--- src/rtl/xm_fetch_pkg.sv ---
// Shared types and constants for the X-Makina instruction fetch path.
package xm_fetch_pkg;

  localparam int PC_W   = 16;
  localparam int INST_W = 16;

  localparam logic [PC_W-1:0] DEFAULT_RESET_PC = 16'h0000;
  localparam logic [PC_W-1:0] DEFAULT_PC_STEP  = 16'd2;

  typedef enum logic {
    IDLE = 1'b0,
    REQ  = 1'b1
  } fetch_state_t;

  // Instruction words are halfword aligned; bit 0 of any loaded address is dropped.
  function automatic logic [PC_W-1:0] align_pc(input logic [PC_W-1:0] addr);
    return {addr[PC_W-1:1], 1'b0};
  endfunction

endpackage

--- src/rtl/program_counter_m.sv ---
// Program counter: aligned load has priority over increment; increment wraps mod 2^16.
module program_counter_m
  import xm_fetch_pkg::*;
#(
  parameter logic [PC_W-1:0] RESET_PC = DEFAULT_RESET_PC,
  parameter logic [PC_W-1:0] PC_STEP  = DEFAULT_PC_STEP
) (
  input  logic            clk,
  input  logic            reset,
  input  logic            load,
  input  logic [PC_W-1:0] load_val,
  input  logic            inc,
  output logic [PC_W-1:0] pc
);

  logic [PC_W-1:0] pc_q;
  logic [PC_W-1:0] pc_d;

  // Next PC: redirect target wins over sequential advance.
  always_comb begin
    pc_d = pc_q;
    if (load) begin
      pc_d = align_pc(load_val);
    end else if (inc) begin
      pc_d = pc_q + PC_STEP;
    end
  end

  // PC register with asynchronous active-low reset.
  always_ff @(posedge clk or negedge reset) begin
    if (!reset) begin
      pc_q <= RESET_PC;
    end else begin
      pc_q <= pc_d;
    end
  end

  assign pc = pc_q;

endmodule

--- src/rtl/instruction_fetch_unit.sv ---
// Fetch unit: reads one instruction word per request over a req/ack port,
// latches it for the decoder and tracks redirects that race in-flight reads.
module instruction_fetch_unit
  import xm_fetch_pkg::*;
#(
  parameter logic [PC_W-1:0] RESET_PC = DEFAULT_RESET_PC,
  parameter logic [PC_W-1:0] PC_STEP  = DEFAULT_PC_STEP
) (
  input  logic              clk,
  input  logic              reset,
  input  logic              fetch_start,
  input  logic              pc_load,
  input  logic [PC_W-1:0]   pc_load_val,
  output logic              mem_req,
  output logic [PC_W-1:0]   mem_addr,
  input  logic              mem_ack,
  input  logic [INST_W-1:0] mem_rdata,
  output logic [INST_W-1:0] inst_data,
  output logic              inst_valid,
  output logic [PC_W-1:0]   pc,
  output logic              busy
);

  fetch_state_t      state_q, state_d;
  logic              flush_q, flush_d;
  logic [PC_W-1:0]   mem_addr_q, mem_addr_d;
  logic [INST_W-1:0] inst_data_q, inst_data_d;
  logic              inst_valid_q, inst_valid_d;
  logic              pc_inc;
  logic [PC_W-1:0]   pc_cur;

  // The PC only advances for an accepted word; a redirect on the ack cycle
  // takes priority and counts as a flush of that word.
  assign pc_inc = (state_q == REQ) && mem_ack && !flush_q && !pc_load;

  program_counter_m #(
    .RESET_PC (RESET_PC),
    .PC_STEP  (PC_STEP)
  ) u_pc (
    .clk      (clk),
    .reset    (reset),
    .load     (pc_load),
    .load_val (pc_load_val),
    .inc      (pc_inc),
    .pc       (pc_cur)
  );

  // Next-state logic: request issue, ack acceptance and flush tracking.
  always_comb begin
    state_d      = state_q;
    flush_d      = flush_q;
    mem_addr_d   = mem_addr_q;
    inst_data_d  = inst_data_q;
    inst_valid_d = inst_valid_q;
    case (state_q)
      IDLE: begin
        if (pc_load) begin
          inst_valid_d = 1'b0;
        end
        if (fetch_start) begin
          state_d      = REQ;
          flush_d      = 1'b0;
          inst_valid_d = 1'b0;
          mem_addr_d   = pc_load ? align_pc(pc_load_val) : pc_cur;
        end
      end
      REQ: begin
        if (mem_ack) begin
          state_d = IDLE;
          flush_d = 1'b0;
          if (!flush_q && !pc_load) begin
            inst_data_d  = mem_rdata;
            inst_valid_d = 1'b1;
          end
        end else if (pc_load) begin
          // The request stays outstanding; only its data will be dropped.
          flush_d = 1'b1;
        end
      end
      default: state_d = IDLE;
    endcase
  end

  // State, flush flag, address and instruction registers.
  always_ff @(posedge clk or negedge reset) begin
    if (!reset) begin
      state_q      <= IDLE;
      flush_q      <= 1'b0;
      mem_addr_q   <= RESET_PC;
      inst_data_q  <= '0;
      inst_valid_q <= 1'b0;
    end else begin
      state_q      <= state_d;
      flush_q      <= flush_d;
      mem_addr_q   <= mem_addr_d;
      inst_data_q  <= inst_data_d;
      inst_valid_q <= inst_valid_d;
    end
  end

  assign mem_req    = (state_q == REQ);
  assign busy       = (state_q == REQ);
  assign mem_addr   = mem_addr_q;
  assign inst_data  = inst_data_q;
  assign inst_valid = inst_valid_q;
  assign pc         = pc_cur;

endmodule

--- config.mk ---
export PLATFORM = sky130hd
export DESIGN_NAME = instruction_fetch_unit
export DESIGN_NICKNAME = d
export VERILOG_FILES = /design/src/rtl/xm_fetch_pkg.sv /design/src/rtl/program_counter_m.sv /design/src/rtl/instruction_fetch_unit.sv
export SDC_FILE = /design/constraint.sdc
export NUM_CORES = 1
export LEC_CHECK = 0
export BUFFER_PORTS_ARGS = -buffer_cell sky130_fd_sc_hd__buf_4
export CAP_MARGIN = 5
export CORE_ASPECT_RATIO = 1.75
export CORE_UTILIZATION = 40
export DETAILED_ROUTE_END_ITERATION = 10
export PLACE_DENSITY = 0.76
export SKIP_LAST_GASP = 1
export SLEW_MARGIN = 10
export SYNTH_ARGS = -nofsm -noshare
export SYNTH_HDL_FRONTEND = slang
export SYNTH_SLANG_ARGS = --single-unit
--- constraint.sdc ---
create_clock -name clk -period 4.11 [get_ports clk]
set_input_delay 0.411 -clock clk [delete_from_list [all_inputs] [get_ports clk]]
set_output_delay 0.411 -clock clk [all_outputs]
set_load 0.01 [all_outputs]
# ---- Yosys cells after proc, flatten, opt, wreduce, memory -nomap -nowiden
# Cells that the tools add are included.
dict set report totals {
  ff_bits 51
  in_bits 37
  output_inout_bits 51
  elab_cells 39
}
dict set report classes {
  n_addsub 1
  n_eq_ne 5
  n_mux 15
  n_bitwise 1
  reduce_logical 11
}
# cell n
set op_table {}
lappend op_table {{$mux W16} 3}
lappend op_table {{$add A16 B2 Y16 const B} 1}
lappend op_table {{$mux W1} 9}
lappend op_table {{$ne A3 B3 Y1 const B} 2}
lappend op_table {{$pmux W1 S2} 3}
lappend op_table {{$reduce_and A3 Y1} 2}
lappend op_table {{$logic_and A1 B1 Y1} 4}
lappend op_table {{$ne A2 B2 Y1 const B} 2}
lappend op_table {{$reduce_and A2 Y1} 2}
lappend op_table {{$logic_not A1 Y1} 2}
lappend op_table {{$ne A2 B1 Y1 const B} 1}
lappend op_table {{$reduce_bool A2 Y1} 1}
lappend op_table {{$not A1 Y1} 1}

# ---- Depth between registers and ports, before layout
dict set report depth {
  ltp_word 5
  depth_mapped 5
  depth_no_buf 5
}

# ---- By module
# From an unflattened synthesis, not the netlist that was laid out.
dict set report hier_totals {
  hier_cells 197
  hier_area_um2 2481.1
}
# module instances cells_per_inst area_each_um2 seq_area_each_um2
set modules_own_cells {}
lappend modules_own_cells {instruction_fetch_unit 1 99 1582.8 875.8}
lappend modules_own_cells {program_counter_m 1 98 898.4 375.4}

# ---- Least setup slack after synthesis
# OpenSTA, ideal clock, no wires.
dict set report synth_timing {
  path_kind {register -> register}
  start {register state_q, in the netlist busy}
  end {register u_pc.pc_q[14], in the netlist u_pc.pc[14]}
  setup_ps 82
  arrival_ps 1649
  required_time_ps 4028
  slack_ps 2379
  path_stages_with_launch 5
  n_path_buf 0
  synth_period_minus_slack_ps 1731
  path_cell_list {dfrtp_1 > nand3b_4 > or4_4 > or3_1 > a31oi_1}
}
dict set report synth_via {
  elab_chain_cells 4
}
# item line_no
set synth_lines {}
lappend synth_lines {{start, declared} instruction_fetch_unit.sv:24} ;# fetch_state_t state_q, state_d;
lappend synth_lines {{start signal, assigned} instruction_fetch_unit.sv:93} ;# state_q <= state_d;
lappend synth_lines {{$logic_and A1 B1 Y1 (3 in series)} instruction_fetch_unit.sv:34} ;# assign pc_inc = (state_q == REQ) && mem_ack && !flush_q && !pc_load;
lappend synth_lines {{$reduce_bool A2 Y1 (no source line)} -}
lappend synth_lines {{end signal, assigned} program_counter_m.sv:34} ;# pc_q <= pc_d;
lappend synth_lines {{end, declared} program_counter_m.sv:16} ;# logic [PC_W-1:0] pc_q;
# No other way between the ends.
# A chain may end at the register's enable or synchronous reset.

# ---- Worst setup path in the final report
# Ends and elaborated chain as after synthesis.

==> flow_metrics.py <==
metrics = {
    "detailed_routing": {
        "dr_wl_met2_um": 2630,
        "m1WireLength_um": 1910,
        "wl_um": 4890,
        "drt_first_pass_iters": 4,
        "viasPerCell": 5.01,
        "first_iter_violations": 31,
        "routed.top_layer": "met4",
        "dr_wl_met3_um": 277,
        "drc": 0,
        "num_vias": 1839,
        "ant_nets": 0,
        "routedWlPerCell_um": 13.3,
    },
    "cells_and_area": {
        "final_cells": 367,
        "final_common_cell": "buf_4",
        "layout.nets": 328,
        "fin_area_mm2": 0.00306,
        "drive_gt1_frac": 0.392,
        "multi_input_area_um2": 961,
        "syn2layout_area_growth_pct": 34.3,
        "final_cell_mix": "buf_4 (86), dfrtp_1 (50), nand2_1 (32), o21ai_0 (23), mux2_2 (18)",
        "fillers": 516,
        "fin_util": 0.552,
        "regArea_mm2": 0.00125,
        "diodes": 0,
    },
    "power": {
        "p_seq_frac": 0.492,
        "p_per_area_mw_per_mm2": 446,
        "pwr-share-clk": 0.208,
        "power.leakage_nw": 1.44,
        "intPower_mw": 0.950,
        "swShare": 0.304,
        "p_switching_mw": 0.414,
        "power_frac_comb": 0.300,
        "peakVddDrop_mv": 0.244,
    },
    "setup_path": {
        "worstRegToRegCells": 4,
        "endpoint_kind": "flop",
        "critPathMaxFanout": 9,
        "crit_type": "flop to flop",
        "start_kind": "flop",
        "critPathRequiredTime_ps": 4330,
        "arrival_ps": 2050,
        "r2r_end": "u_pc.pc[14]$_DFFE_PN0P_",
        "r2r-start": "busy$_DFF_PN0_",
        "rrSetupSlack_ps": 2280,
    },
    "cts": {
        "post_cts_buffers": 0,
        "clock_latency_ps": 310,
        "hold_buffers": 0,
        "cts_resized": 0,
        "clock_sinks": 50,
        "clockBufferDepth": 2,
        "cts_tree": "done",
        "numCtsBuffers": 5,
        "path_clk_slew_ps": 90,
        "htreeDepth": 2,
        "clockRootBuffer": "clkbuf_8",
    },
    "global_routing": {
        "track_usage": 0.171,
        "grt_pass1_vias": 1694,
        "grt_pass1_wl_um": 7770,
        "grt_antenna_before_repair": 0,
        "grt_remaining_overflow": 0,
        "grt_max_degree": 51,
    },
    "synth": {
        "seq_area_frac_synth": 0.549,
        "synthCells": 208,
        "synth_ff_type": "dfrtp_1",
        "synth_area_per_cell_um2": 10.9,
        "synth.distinct_cells": 39,
        "async_flop_share": 1.00,
        "synth_nets": 246,
        "synthesis.area_mm2": 0.00228,
        "synth-seq-cells": 50,
        "ys_warn_count": 0,
        "synth-edff-count": 0,
    },
    "floorplanning": {
        "die_area_mm2": 0.00601,
        "die_w_um": 59.0,
        "coreArea_mm2": 0.00554,
        "fp.dieH_um": 102,
        "start_util": 0.411,
        "ios": 88,
        "rows": 36,
    },
    "outcome": {
        "status": "finished clean",
    },
    "placement": {
        "postPlaceCellArea_mm2": 0.00297,
        "hpwlAfterDp_um": 3570,
        "dp_cells": 359,
        "place_ws_ps": 2190,
        "numPortBuffers": 85,
        "gp_congestion": 0.745,
    },
    "timing": {
        "clock.fmax_mhz": 547,
        "slew_viol_final": 0,
        "hold_viol_final": 0,
        "tns_ps": 0,
        "max_slew_margin": 0.267,
        "fin_crit_sh": 0.445,
        "min_period_ps": 1830,
        "grt_setup_unrepaired": "no",
        "finalSetupViolCount": 0,
        "worst_slew_pin_slew_ps": 1100,
        "worst_slack_ps": 2280,
        "clock_skew_ps": 7.48,
    },
    "flow_run": {
        "drv_cap": 0,
    },
    "hold_path": {
        "min_path_type": "primary input to asynchronous set/reset pin",
    },
}
-- power by group through the flow --
stage          Sequential [mW]  Clock (mW)  Combinational [mW]
2_1_floorplan            0.725           0               0.139
3_3_place_gp             0.677           0               0.409
3_5_place_dp             0.683           0               0.416
4_1_cts                  0.673       0.294               0.417
5_1_grt                  0.687       0.312               0.452
6_report                 0.671       0.284               0.409
-- cells by family (layout without fill, tap and decap cells) --
family                   Yosys count  count (layout)  share of synthesized area
other                              1               1                    0.00165
XOR/XNOR                           9               9                     0.0346
AO/OA/AOI/OAI                     41              41                      0.110
buffers and inverters             15              98                     0.0286
AND/OR/NAND/NOR                   66              66                      0.151
flip-flops                        50              50                      0.549
multiplexers                      25              25                      0.120
adder cells (fa/ha/maj)            1               1                    0.00549
-- worst max path at each step --
stage | from | to | cells past startpoint
6_report | busy$_DFF_PN0_ | u_pc.pc[14]$_DFFE_PN0P_ | 4
3_5_place_dp | pc_load | u_pc.pc[13]$_DFFE_PN0P_ | 5
2_1_floorplan | busy$_DFF_PN0_ | u_pc.pc[14]$_DFFE_PN0P_ | 4
4_1_cts | busy$_DFF_PN0_ | mem_addr[14]$_DFFE_PN0P_ | 2
3_3_place_gp | pc_load | u_pc.pc[13]$_DFFE_PN0P_ | 5
5_1_grt | busy$_DFF_PN0_ | mem_addr[2]$_DFFE_PN0P_ | 2
-- worst max-delay path, cell delays in order, from the launching register on --
cell,delay (ps)
dfrtp_1,510
nand3b_4,180
or4_4,580
or3_1,310
a31oi_1,170
-- registers in the layout, summed over array words and instances (netlist names) --
signal and cells:
u_pc.pc 15, inst_valid 1, inst_data 16, flush_q 1
mem_addr 16, busy 1
-- cell type report --
cell class	count	area share
multi-input cells	143	0.314
clock inverters	3	0.00696
inverters	4	0.00491
flip-flops and latches	50	0.409
well taps	76	0.0311
repair buffers	86	0.211
clock buffers	5	0.0225
-- metrics by stage --
| step | total power [mW] | hold WS, ps |
|---|---|---|
| 2_1_floorplan | 0.864 | 115 |
| 3_3_place_gp | 1.09 | 463 |
| 3_5_place_dp | 1.10 | 471 |
| 4_1_cts | 1.38 | 132 |
| 5_1_grt | 1.45 | 150 |
| 6_report | 1.36 | 107 |
-- cells in the mapped netlist, types with 4 or more instances --
library cell / count / area, µm²
a21boi_0: 9 / 67.6
clkbuf_1: 7 / 26.3
dfrtp_1: 50 / 1250
mux2_2: 18 / 203
mux2i_1: 7 / 70.1
nand2_1: 32 / 120
nand3_1: 4 / 20.0
nand4_1: 5 / 31.3
nor2_1: 7 / 26.3
o21ai_0: 23 / 115
xnor2_1: 5 / 43.8
xor2_1: 4 / 35.0
-- layer usage --
layer / vias to the layer above / global-route usage
li1: 898 / -
met1: 870 / 0.189
met2: 64 / 0.313
met3: 7 / 0.0392
met4: 0 / 0.0604
met5: - / 0
No activity file was read; power rests on OpenSTA's default activity.
